--- src/rtl/mfp_ahb_lite_master_bridge.sv ---
// mfp_ahb_lite_master_bridge
//
// AHB-Lite initiator for DMA and debug agents. Each command from a
// valid/ready stream becomes one single-beat AHB-Lite transfer. Each command
// returns exactly one response, in issue order. The address and data phases
// are pipelined through two slots. A is the address phase and D is the data
// phase, so a zero-wait slave sees one transfer per cycle.
//
// Ports:
//   HCLK, HRESET             clock; synchronous active-high reset
//   cmd_valid / cmd_ready    command handshake
//   cmd_addr, cmd_write,     byte address, direction, size (0/1/2) and
//   cmd_size, cmd_wdata      lane-aligned write data
//   rsp_valid / rsp_ready    response handshake (head of response FIFO)
//   rsp_rdata, rsp_err       read data (0 for writes/errors) and error flag
//   HADDR, HSIZE, HWRITE,    AHB-Lite address/control, driven from slot A
//   HTRANS
//   HWDATA                   AHB-Lite write data, driven from slot D
//   HBURST, HMASTLOCK, HPROT constant SINGLE / unlocked / data privileged
//   HRDATA, HREADY, HRESP    AHB-Lite slave response
module mfp_ahb_lite_master_bridge #(
  parameter int RSP_DEPTH = 4
) (
  input  logic        HCLK,
  input  logic        HRESET,
  input  logic        cmd_valid,
  output logic        cmd_ready,
  input  logic [31:0] cmd_addr,
  input  logic        cmd_write,
  input  logic [2:0]  cmd_size,
  input  logic [31:0] cmd_wdata,
  output logic        rsp_valid,
  input  logic        rsp_ready,
  output logic [31:0] rsp_rdata,
  output logic        rsp_err,
  output logic [31:0] HADDR,
  output logic [2:0]  HSIZE,
  output logic        HWRITE,
  output logic [1:0]  HTRANS,
  output logic [31:0] HWDATA,
  output logic [2:0]  HBURST,
  output logic        HMASTLOCK,
  output logic [3:0]  HPROT,
  input  logic [31:0] HRDATA,
  input  logic        HREADY,
  input  logic        HRESP
);

  localparam int PW = (RSP_DEPTH > 1) ? $clog2(RSP_DEPTH) : 1;
  localparam int CW = $clog2(RSP_DEPTH + 1);
  localparam int OW = CW + 1;
  localparam logic [1:0] TRANS_IDLE   = 2'b00;
  localparam logic [1:0] TRANS_NONSEQ = 2'b10;

  // Address-phase slot
  logic        a_valid, a_write, a_cancel;
  logic [31:0] a_addr, a_wdata;
  logic [2:0]  a_size;

  // Data-phase slot
  logic        d_valid, d_write, d_cancel;
  logic [31:0] d_wdata;

  // Response FIFO, each entry is {err, rdata}
  logic [32:0]   fifo_mem [RSP_DEPTH];
  logic [PW-1:0] wr_ptr, rd_ptr;
  logic [CW-1:0] fifo_count;

  logic          err_pend;
  logic [OW-1:0] occupancy;
  logic          cmd_fire, cmd_illegal, push, pop;
  logic [32:0]   push_entry;

  function automatic logic [PW-1:0] ptr_inc(input logic [PW-1:0] p);
    return (p == PW'(RSP_DEPTH - 1)) ? '0 : p + 1'b1;
  endfunction

  // Every command held in A or D will still need a FIFO slot, so they are
  // counted here. This keeps the FIFO from ever overflowing without having to
  // stall the bus. HRESP also blocks acceptance. This covers both ERROR cycles
  // and guarantees that nothing new enters A behind a failing transfer.
  assign occupancy = OW'(a_valid) + OW'(d_valid) + OW'(fifo_count);
  assign cmd_ready = !HRESET && !HRESP && (!a_valid || HREADY) &&
                     (occupancy < OW'(RSP_DEPTH));
  assign cmd_fire  = cmd_valid && cmd_ready;

  // Misaligned or oversized commands never reach the bus. They carry a
  // cancel flag through the pipeline and complete with an error.
  always_comb begin
    cmd_illegal = 1'b0;
    case (cmd_size)
      3'd0:    cmd_illegal = 1'b0;
      3'd1:    cmd_illegal = cmd_addr[0];
      3'd2:    cmd_illegal = |cmd_addr[1:0];
      default: cmd_illegal = 1'b1;
    endcase
  end

  assign push       = HREADY && d_valid;
  assign pop        = rsp_valid && rsp_ready;
  assign push_entry = {d_cancel | HRESP, (d_write | d_cancel) ? 32'd0 : HRDATA};

  // Pipeline advance. A command can be loaded into an empty A even while the
  // slave is stalling. In that case the bus showed IDLE, so the new address
  // phase simply waits for HREADY. During a two-cycle ERROR, err_pend cancels
  // whatever A holds as it moves into D.
  always_ff @(posedge HCLK) begin
    if (HRESET) begin
      a_valid  <= 1'b0;
      a_write  <= 1'b0;
      a_cancel <= 1'b0;
      a_addr   <= '0;
      a_wdata  <= '0;
      a_size   <= '0;
      d_valid  <= 1'b0;
      d_write  <= 1'b0;
      d_cancel <= 1'b0;
      d_wdata  <= '0;
      err_pend <= 1'b0;
    end else begin
      if (HREADY) begin
        d_valid  <= a_valid;
        d_write  <= a_write;
        d_wdata  <= a_wdata;
        d_cancel <= a_cancel | err_pend;
        err_pend <= 1'b0;
      end else if (d_valid && HRESP && !d_cancel) begin
        err_pend <= 1'b1;
      end
      if (cmd_fire) begin
        a_valid  <= 1'b1;
        a_addr   <= cmd_addr;
        a_write  <= cmd_write;
        a_size   <= cmd_size;
        a_wdata  <= cmd_wdata;
        a_cancel <= cmd_illegal;
      end else if (HREADY) begin
        a_valid  <= 1'b0;
        a_addr   <= '0;
        a_write  <= 1'b0;
        a_size   <= '0;
        a_wdata  <= '0;
        a_cancel <= 1'b0;
      end
    end
  end

  // The response storage has no reset. Stale entries are unreachable because
  // the pointers and count are reset, and the outputs are gated by rsp_valid.
  always_ff @(posedge HCLK) begin
    if (push) begin
      fifo_mem[wr_ptr] <= push_entry;
    end
  end

  always_ff @(posedge HCLK) begin
    if (HRESET) begin
      wr_ptr     <= '0;
      rd_ptr     <= '0;
      fifo_count <= '0;
    end else begin
      if (push) wr_ptr <= ptr_inc(wr_ptr);
      if (pop)  rd_ptr <= ptr_inc(rd_ptr);
      case ({push, pop})
        2'b10:   fifo_count <= fifo_count + 1'b1;
        2'b01:   fifo_count <= fifo_count - 1'b1;
        default: fifo_count <= fifo_count;
      endcase
    end
  end

  assign HADDR     = a_addr;
  assign HSIZE     = a_size;
  assign HWRITE    = a_write;
  assign HTRANS    = (a_valid && !a_cancel && !err_pend) ? TRANS_NONSEQ : TRANS_IDLE;
  assign HWDATA    = d_wdata;
  assign HBURST    = 3'b000;
  assign HMASTLOCK = 1'b0;
  assign HPROT     = 4'b0011;

  assign rsp_valid = (fifo_count != '0);
  assign {rsp_err, rsp_rdata} = rsp_valid ? fifo_mem[rd_ptr] : 33'd0;

endmodule

--- config.mk ---
export PLATFORM = sky130hd
export DESIGN_NAME = mfp_ahb_lite_master_bridge
export DESIGN_NICKNAME = d
export VERILOG_FILES = /design/src/rtl/mfp_ahb_lite_master_bridge.sv
export SDC_FILE = /design/constraint.sdc
export NUM_CORES = 1
export LEC_CHECK = 0
export BUFFER_PORTS_ARGS = -buffer_cell sky130_fd_sc_hd__buf_2
export CELL_PAD_IN_SITES_DETAIL_PLACEMENT = 1
export CELL_PAD_IN_SITES_GLOBAL_PLACEMENT = 2
export CORE_MARGIN = 4
export CORE_UTILIZATION = 38
export DETAILED_ROUTE_END_ITERATION = 7
export PLACE_DENSITY = 0.95
export SLEW_MARGIN = 5
export SYNTH_ARGS = -nofsm -noshare
export SYNTH_HDL_FRONTEND = slang
export SYNTH_SLANG_ARGS = --single-unit
export TNS_END_PERCENT = 20
--- constraint.sdc ---
create_clock -name HCLK -period 4.9 [get_ports HCLK]
set_clock_uncertainty 0.15 [all_clocks]
set_input_delay 0.735 -clock HCLK [delete_from_list [all_inputs] [get_ports HCLK]]
set_output_delay 0.735 -clock HCLK [all_outputs]
set_load 0.02 [all_outputs]
After elaboration in Yosys (flattened, before gate mapping). Memory sizes are Yosys's and may differ from the RTL's. A register that Yosys moved wholly into a read port is not among the register bits. Cells that the tools add are included.

Add/subtract/negate cells: 6. Order comparisons: 1. Equal/unequal tests: 6. Mux-type cells: 20. Bitwise logic cells: 3. Reduce and logical (&&, ||, !) cells: 23.

Operator list (count): 32-bit two-way mux (4); 33-bit two-way mux (1); 1-bit logical AND (10); 2-bit two-way mux (5); 2-bit == test, second input constant (3); 1-bit zero test (6); 1-bit two-way mux (6); 3-bit two-way mux (2); 3-bit case mux with 2 select lines (1); 2-bit by 1-bit adder with 2-bit output, second input constant (2); 2-bit by 3-bit adder with 4-bit output (1); 4-bit by 3-bit less-than comparator with 1-bit output, second input constant (1); 2-bit nonzero test (2); 2-bit OR reduction (2); 3-bit by 1-bit adder with 3-bit output, second input constant (1); 3-bit by 1-bit == test with 1-bit output, second input constant (1); 3-bit by 2-bit == test with 1-bit output, second input constant (1); 3-bit zero test (1); 1-bit OR (3); 1-bit case mux with 3 select lines (1); 3-bit nonzero test (1); 3-bit by 1-bit subtractor with 3-bit output, second input constant (1); 1-bit by 1-bit adder with 2-bit output (1); 2-bit by 1-bit == test with 1-bit output, second input constant (1); 1-bit logical OR (1).

Register bits after elaboration: 113. Memory bits (writable): 132. Bits of input ports: 106. Output and inout bits: 113. Word-level logic and storage cells: 74. Memories kept: 1.

Memories: fifo_mem (words 4, width 33, read ports 1, clocked after Yosys merged registers in 1, write ports 1, line 65) `logic [32:0] fifo_mem [RSP_DEPTH];`.

Logic depth before layout (Yosys ltp). Gate-level depths: netlist of run 1.

Depth in word-level cells: 6. Gate-level depth with buffers: 10. Depth with buffers taken out: 9.

Worst setup path before layout of run 1. No wires, ideal clock.

Kind: input to register. Start: in HREADY. End: mem fifo_mem[0][0] (enable). Setup time: 393 ps. Arrival: 2117 ps. Slack: 2240 ps. Cell stages on the path: 3. Cell sequence: buf_2 -> buf_1 -> and3_1.

Word-level cells in the longest chain between the ends: 3.

Ends and longest elaborated chain: start: declaration (line 45) `input logic HREADY,`; 1-bit logical AND (line 99) `assign push = HREADY && d_valid;`; 1-bit two-way mux (line 151) `if (push) begin`; 1-bit two-way mux (not written as such) (line 152) `fifo_mem[wr_ptr] <= push_entry;`; end: declaration (line 65).

Every way passes these cells.

==> results of run 1 <==
[kinds of logic (layout without fill, tap and decap cells)]
family / after synthesis / in the layout
adders and majority gates: 8 / 8
muxes: 68 / 68
xor gates and xnor gates: 2 / 2
buffers and inverters: 73 / 275
AOI/OAI and AO/OA: 83 / 83
DFF: 247 / 247
other: 2 / 11
and+or+nand+nor: 266 / 266
[cell type report]
type / instances / area [µm²]
antenna: 2 / 5.00
clock buffer: 32 / 694
clock inverter: 17 / 143
fill: 2672 / 12900
inverter: 8 / 30.0
multi-input combinational: 436 / 3010
sequential: 247 / 6270
tap: 324 / 405
timing repair buffer: 218 / 1120
[power breakdown]
part           internal, mW  leakage (nW)  switching, mW  total (mW)
clock network          1.12         0.411          0.802        1.92
logic                0.0881          2.00          0.152       0.240
registers              2.21          2.12         0.0137        2.22
[layout by cell type (no fill, tap or decap), types with 7 or more instances in the layout]
cell type,n
a21oi_1,77
and2_1,66
buf_2,208
buf_4,10
clkbuf_16,27
clkinv_2,7
conb_1,9
dfxtp_1,114
edfxtp_1,132
ha_1,7
inv_1,7
mux2i_1,35
mux4_2,33
nand2_1,72
nand3_1,69
nor2_1,42
[layer usage]
metal / global-route usage / wire length, µm / vias to the layer above
met4: 0.0384 / 465 / 2
li1: - / - / 3032
met2: 0.295 / 12000 / 209
met3: 0.0562 / 2120 / 38
met1: 0.215 / 10100 / 3179
met5: 0 / 20 / -
[flip-flops by register name (all words and copies together) (netlist names), 2 cells and up, named ones only]
signal,flops
HWDATA,32
fifo_count,3
wr_ptr,2
a_wdata,32
rd_ptr,2
fifo_mem,132
HSIZE,3
HADDR,32
[worst paths after layout]
check / end / slack (ns) / cells after the start / from
worst min-delay path: HADDR[27] / 0.30 / 3 / cmd_addr[27]
worst max register to register: fifo_count[2] / 2.30 / 10 / fifo_count[2]
worst max-delay path: rsp_rdata[31] / 1.35 / 4 / flip-flop
worst min register to register: a_wdata[3] / 0.33 / 2 / a_wdata[3]
[worst min-delay path: stages]
cell     delay, ns
buf_2         0.10
nand2_1       0.05
a21oi_1       0.05
==> results.cfg, run 1 <==
[clock_network]
hold_buffers = 0
post_cts_buffers = 0
cts_root_buffer = clkbuf_16
htreeDepth = 1
cts_resized = 0
cts_buffer_depth = 3
cts_tree = built
path_clk_slew_ns = 0.06
cts_sinks = 247
insertion_delay_ns = 0.52
cts_buffers = 27

[floorplanning]
die_y_um = 167
core_area_mm2 = 0.0245
start_util = 0.391
pin_count = 219
fp-row-count = 57
die_w_um = 167
die_area_mm2 = 0.0278

[worst_setup_path]
crit_chain = buf_4, mux4_2, and2_1, buf_2
crit_buf_inv = 2
path_delay_family = flip-flops
critPathSlowestCell = dfxtp_2
critPathArrivalTime_ns = 2.66
crit_path_start_kind = flip-flop
critPathMaxStageDelay_ns = 0.92
crit_fanout = 24
crit_required_ns = 4.01
crit_path_end_kind = output port
criticalPathCategory = reg -> out

[power_and_ir_drop]
p_total_mw = 4.38
ir_worst_vdd_mv = 0.247
power_density_mw_per_mm2 = 375
p_leak_nw = 4.54

[grt]
gr-total-overflow = 0
track_usage = 0.173
grt_max_degree = 91
grt_pass1_vias = 6961
antenna_found_initial = 2
grt_pass1_wl_um = 38900

[synthesis]
yosys_most_used_dff = edfxtp_1
async_flop_share = 0
synth.area.top_cells = edfxtp_1 (41%), dfxtp_1 (24%), mux4_2 (7.8%), and2_1 (4.3%), a21oi_1 (4.0%)
synth_top_family_by_area = simple AND/OR/NAND/NOR gates
synth_enable_flop_cells = 132
yosysMostFrequentCell = edfxtp_1
ys_ff_latch = 247
ys_top_cells_by_count = edfxtp_1 (132), dfxtp_1 (115), a21oi_1 (77)
synth_top_area_frac = 0.414
synth_compound_area_frac = 0.0456
ys_warn_count = 0
synth_fa_ha_area_frac = 0.0112
synth_top_area_cell = edfxtp_1
seq_area_frac_synth = 0.654
synth.avg_cell_area_um2 = 12.8
synth_cells = 749
synthSimpleGateAreaFrac = 0.136
synthXorXnorAreaFrac = 0.00183
synthDistinctLibCells = 32
synthesis.area_mm2 = 0.00958
muxShareOfSynthArea = 0.114

[timing]
setup_violations = 0
slew_headroom = 0.382
worst_pin_slew_ns = 0.927
fmax_mhz = 282
hold_ws_ns = 0.303
setup_slack_ns = 1.35
finalHoldViolCount = 0
fin_crit_sh = 0.724
tns_ns = 0
fin_crit_ns = 3.55
rsz0062_at_grt = false
slew_violations = 0

[placed_design]
io_buffers = 209
placed_area_mm2 = 0.0108
dp.cells = 1233
gp_congestion = 0.748
place_ws_ns = 1.82
dp_hpwl_um = 16000

[final_layout]
syn_to_final_growth_pct = 21.7
nNetsFinal = 1052
layout.cells.non_filler = 1284
postLayoutCellArea_mm2 = 0.0117
drive_above_1_share = 0.315
utilization = 0.476

[run_status]
outcome = completed

[flow_run]
drv_cap = 0

[routing]
vias = 6460
ant_nets = 0
wl_per_cell_um = 19.3
drtIter0Drc = 310
routed_wl_um = 24800
first_pass_iters = 4
drc = 0
viasPerCell = 5.03

[worst_hold_path]
hp-class = in -> reg
Power figures use the tool's default switching activity.
==> run 2: changes to the inputs <==
--- a/config.mk
+++ b/config.mk
@@ -9,9 +9,9 @@
 export CELL_PAD_IN_SITES_DETAIL_PLACEMENT = 1
 export CELL_PAD_IN_SITES_GLOBAL_PLACEMENT = 2
 export CORE_MARGIN = 4
-export CORE_UTILIZATION = 38
+export CORE_UTILIZATION = 36
 export DETAILED_ROUTE_END_ITERATION = 7
-export PLACE_DENSITY = 0.95
+export PLACE_DENSITY = 0.91
 export SLEW_MARGIN = 5
 export SYNTH_ARGS = -nofsm -noshare
 export SYNTH_HDL_FRONTEND = slang
==> constraint.sdc (replaced) <==
create_clock -name HCLK -period 3.58 [get_ports HCLK]
set_clock_uncertainty 0.15 [all_clocks]
set_input_delay 0.537 -clock HCLK [delete_from_list [all_inputs] [get_ports HCLK]]
set_output_delay 0.537 -clock HCLK [all_outputs]
set_load 0.02 [all_outputs]
==> run 2 against run 1 <==
  * Sequential power rose by 37%
  * Final cell count rose by 1.2%
  * Combinational power rose by 37%
  * Critical endpoint is now rsp_rdata[8]
  * Largest power group unchanged
==> results.cfg, run 2 (synthesized netlist as in run 1, its figures left out) <==
[floorplanning]
start_util = 0.367
die_w_um = 171
core_area_mm2 = 0.0261
pin_count = 219
die_y_um = 171
fp-row-count = 59
die_area_mm2 = 0.0293

[final_layout]
layout.cells.non_filler = 1300
layout_commonest_cell = buf_2
fillers = 2800
largest_register_ffs = 132
nNetsFinal = 1056
syn_to_final_growth_pct = 23.1
mostFrequentLayoutCells = buf_2 (208), edfxtp_1 (132), dfxtp_1 (114)
utilization = 0.451
postLayoutCellArea_mm2 = 0.0118
drive_above_1_share = 0.323
regMostFlops = fifo_mem

[placed_design]
gp_congestion = 0.738
placed_area_mm2 = 0.0109
place_ws_ns = 0.993
dp.cells = 1249
io_buffers = 209
dp_hpwl_um = 16000

[routing]
viasPerCell = 4.95
drc = 0
met1_length_um = 9920
wl_per_cell_um = 18.8
top_layer = met5
wl_met3_um = 2160
routed_wl_um = 24400
drtIter0Drc = 326
vias = 6431
wl_met2_um = 11800
ant_nets = 0
first_pass_iters = 4

[clock_network]
cts_resized = 0
path_clk_slew_ns = 0.06
cts_root_buffer = clkbuf_16
cts_buffer_depth = 3
cts_buffers = 26
insertion_delay_ns = 0.52
hold_buffers = 0
cts_sinks = 247
cts_tree = built
post_cts_buffers = 0
htreeDepth = 1

[timing]
fin_crit_ns = 3.06
slew_violations = 0
worst_pin_slew_ns = 1.08
rsz0062_at_grt = false
slew_headroom = 0.278
fmax_mhz = 327
setup_slack_ns = 0.524
fin_crit_sh = 0.854
hold_ws_ns = 0.103
tns_ns = 0
setup_violations = 0
finalHoldViolCount = 0

[power_and_ir_drop]
p_sw_mw = 1.31
p_total_mw = 6.20
pwr-share-seq = 0.490
p_leak_nw = 4.60
p_int_mw = 4.89
ir_worst_vdd_mv = 0.289
clkPwrFrac = 0.457
swShare = 0.211
combPwrFrac = 0.053
power_density_mw_per_mm2 = 526

[worst_setup_path]
crit_path_start_kind = flip-flop
crit_chain = buf_4, mux4_2, and2_1, buf_2
crit_fanout = 13
criticalPathCategory = reg -> out
rrSetupSlack_ns = 0.99
critPathMaxStageDelay_ns = 0.61
crit_buf_inv = 2
path_delay_family = flip-flops
critPathSlowestCell = dfxtp_2
critPathArrivalTime_ns = 2.37
crit_path_end_kind = output port
crit_required_ns = 2.89

[grt]
grt_pass1_wl_um = 37300
grt_max_degree = 63
gr-total-overflow = 0
antenna_found_initial = 7
grt_pass1_vias = 6813
track_usage = 0.160

[flow_run]
drv_cap = 0

[run_status]
outcome = completed

[worst_hold_path]
hp-class = in -> reg
[run 2: power groups by stage]
| stage | combinational (mW) | clock [mW] | sequential, mW |
|---|---|---|---|
| 6_report | 0.330 | 2.83 | 3.04 |
| 5_1_grt | 0.364 | 3.04 | 3.04 |
| 4_1_cts | 0.337 | 2.92 | 3.04 |
| 3_5_place_dp | 0.335 | 0 | 3.10 |
| 3_3_place_gp | 0.325 | 0 | 3.10 |
| 2_1_floorplan | 0.190 | 0 | 3.11 |
[run 2: path summary, 6_finish.rpt]
check	startpoint	to	cells after the start
min reg2reg	HADDR[7]	HADDR[7]	2
max reg2reg	fifo_count[0]	HADDR[8]	6
min	cmd_addr[23]	HADDR[23]	3
max	flip-flop	rsp_rdata[8]	4
[run 2: worst reg2reg max path: cells and delay by family, from the launching register on]
kind	cells	cell delay [ns]
DFF	1	0.35
and+or+nand+nor	1	0.12
AOI/OAI and AO/OA	3	1.18
adders and majority gates	1	0.28
buffers and inverters	1	0.42
[run 2: metal layers]
| layer | vias up | GRT usage |
|---|---|---|
| met3 | 40 | 0.0573 |
| met5 | - | 0 |
| met2 | 211 | 0.272 |
| li1 | 3037 | - |
| met4 | 8 | 0.0382 |
| met1 | 3135 | 0.195 |
[run 2: final cells by class]
class	count	area (µm²)	area share
diodes	3	7.51	0.000636
well taps	335	419	0.0355
multi-input cells	436	3010	0.255
clock buffers	30	697	0.0591
flip-flops and latches	247	6270	0.531
clock inverters	18	215	0.0182
inverters	8	30.0	0.00255
repair buffers	223	1150	0.0978
==> run 3: changes to the inputs <==
--- a/config.mk
+++ b/config.mk
@@ -5,13 +5,14 @@
 export SDC_FILE = /design/constraint.sdc
 export NUM_CORES = 1
 export LEC_CHECK = 0
+export ABC_AREA = 1
 export BUFFER_PORTS_ARGS = -buffer_cell sky130_fd_sc_hd__buf_2
 export CELL_PAD_IN_SITES_DETAIL_PLACEMENT = 1
 export CELL_PAD_IN_SITES_GLOBAL_PLACEMENT = 2
-export CORE_MARGIN = 4
-export CORE_UTILIZATION = 36
+export CORE_UTILIZATION = 33
+export CTS_CLUSTER_DIAMETER = 40
 export DETAILED_ROUTE_END_ITERATION = 7
-export PLACE_DENSITY = 0.91
+export PLACE_DENSITY = 0.9
 export SLEW_MARGIN = 5
 export SYNTH_ARGS = -nofsm -noshare
 export SYNTH_HDL_FRONTEND = slang
==> run 3 against run 2 <==
  * Clock power increased by 32%
  * Largest power group is now the clock network
  * Register-to-register slack improved by 0.26 ns
  * Non-clock buffer count increased by 1
  * Wire length increased by 10%
  * Global-route usage increased by 1.7 points
  * Via count increased by 22%
  * Total power increased by 15%
  * Critical endpoint is now rsp_rdata[13]
  * Critical path type unchanged
  * Core utilization decreased by 2.3 points
==> results.cfg, run 3 <==
[run_status]
outcome = completed

[power_and_ir_drop]
power_density_mw_per_mm2 = 572
combPwrFrac = 0.051
p_leak_nw = 4.93
p_int_mw = 5.59
p_total_mw = 7.13
ir_worst_vdd_mv = 0.290
p_sw_mw = 1.54
pwr-share-seq = 0.426
clkPwrFrac = 0.523
swShare = 0.216

[routing]
ant_nets = 0
wl_per_cell_um = 16.7
routed_wl_um = 26900
viasPerCell = 4.88
vias = 7874
drtIter0Drc = 285
drc = 0
first_pass_iters = 4

[synthesis]
yosysMostFrequentCell = nor2_1
async_flop_share = 0
synth.avg_cell_area_um2 = 9.72
synthesis.area_mm2 = 0.00987
yosys_most_used_dff = edfxtp_1
synthDistinctLibCells = 29
synth_top_area_cell = edfxtp_1
synth.area.top_cells = edfxtp_1 (40%), dfxtp_1 (23%), a21oi_1 (7.1%), nand3_1 (7.1%), nor2_1 (6.8%)
synth_top_area_frac = 0.402
synth_enable_flop_cells = 132
seq_area_frac_synth = 0.635
ys_ff_latch = 247
synth_cells = 1016
ys_warn_count = 0
ys_top_cells_by_count = nor2_1 (179), a21oi_1 (140), nand3_1 (140)

[timing]
setup_violations = 0
fmax_mhz = 334
slew_violations = 0
fin_crit_sh = 0.836
fin_crit_ns = 2.99
worst_pin_slew_ns = 1.03
setup_slack_ns = 0.588
tns_ns = 0
slew_headroom = 0.311
hold_ws_ns = 0.156
finalHoldViolCount = 0
rsz0062_at_grt = false

[final_layout]
regMostFlops = fifo_mem
nNetsFinal = 1316
drive_above_1_share = 0.244
mostFrequentLayoutCells = buf_2 (208), nor2_1 (175), a21oi_1 (140), nand3_1 (140), edfxtp_1 (132)
multi_input_area_mm2 = 0.00303
largest_register_ffs = 132
layout.cells.non_filler = 1615
seqCellArea_mm2 = 0.00627
syn_to_final_growth_pct = 26.2
fillers = 3335
layout_commonest_cell = buf_2

[grt]
grt_max_degree = 96
antenna_found_initial = 5
grt_pass1_wl_um = 43200
track_usage = 0.177
gr-total-overflow = 0
grt_pass1_vias = 8254

[placed_design]
dp.cells = 1546
io_buffers = 209
dp_hpwl_um = 15900
gp_congestion = 0.708
place_ws_ns = 0.864

[clock_network]
cts_buffer_depth = 3
cts_tree = built
cts_sinks = 247
insertion_delay_ns = 0.50
hold_buffers = 0
htreeDepth = 2
cts_resized = 0
cts_root_buffer = clkbuf_16
post_cts_buffers = 0
cts_buffers = 38
path_clk_slew_ns = 0.05

[floorplanning]
pin_count = 219
fp-row-count = 62
die_y_um = 175
core_area_mm2 = 0.0291
start_util = 0.339
die_w_um = 175
die_area_mm2 = 0.0306

[worst_setup_path]
crit_required_ns = 2.89
criticalPathCategory = reg -> out
crit_path_end_kind = output port
critPathArrivalTime_ns = 2.30
crit_fanout = 66
crit_path_start_kind = flip-flop

[flow_run]
drv_cap = 0

[worst_hold_path]
hp-class = in -> reg
-- run 3: area by class of cell --
| type | instances | share of cell area |
|---|---|---|
| diodes | 2 | 0.000402 |
| clock buffers | 48 | 0.0851 |
| clock inverters | 19 | 0.0196 |
| inverters | 54 | 0.0164 |
| multi-input cells | 637 | 0.243 |
| flip-flops and latches | 247 | 0.503 |
| well taps | 384 | 0.0386 |
| repair buffers | 224 | 0.0942 |
-- run 3: worst max-delay path: stages, from the launching register on --
cell	delay (ns)
dfxtp_2	0.31
inv_2	0.72
o21ai_0	0.25
a21oi_1	0.27
buf_2	0.21
-- run 3: layer usage --
metal / vias to the layer above / routed length (µm) / track usage / part of all wire
li1: 3819 / - / - / -
met1: 3782 / 11200 / 0.207 / 0.42
met2: 222 / 13100 / 0.308 / 0.49
met3: 45 / 2190 / 0.0638 / 0.081
met4: 6 / 399 / 0.0409 / 0.015
met5: - / 42 / 0 / 0.0016
-- run 3: stage by stage --
stage / instance area [µm²] / utilization
finish: 12500 / 0.428
global route: 12500 / 0.428
CTS: 12500 / 0.428
detailed placement: 11200 / 0.383
global placement: 11200 / 0.383
floorplan: 9900 / -
-- run 3: cells by family after synthesis --
kind of cell    after synthesis  share of synthesized area
buf+inv                     139                     0.0650
xor+xnor                      1                   0.000887
flops                       247                      0.635
fa+ha+maj                     8                     0.0109
other cells                   2                   0.000761
simple gates                401                      0.177
compound gates              218                      0.111
-- run 3: final timing paths --
| path | startpoint | endpoint | slack, ns | cells after the start |
|---|---|---|---|---|
| worst min register to register | HWDATA[4] | HWDATA[4] | 0.31 | 2 |
| worst max-delay path | flip-flop | rsp_rdata[13] | 0.59 | 4 |
| worst min-delay path | cmd_wdata[24] | a_wdata[24] | 0.16 | 3 |
| worst max register to register | a_valid | HADDR[0] | 1.25 | 9 |
-- run 3: power groups by stage --
stage	combinational (mW)	sequential, mW	clock [mW]
after floorplan	0.221	3.11	0
after global placement	0.365	3.09	0
after detailed placement	0.371	3.09	0
after CTS	0.373	3.03	3.82
after global routing	0.407	3.04	3.95
final	0.366	3.04	3.73
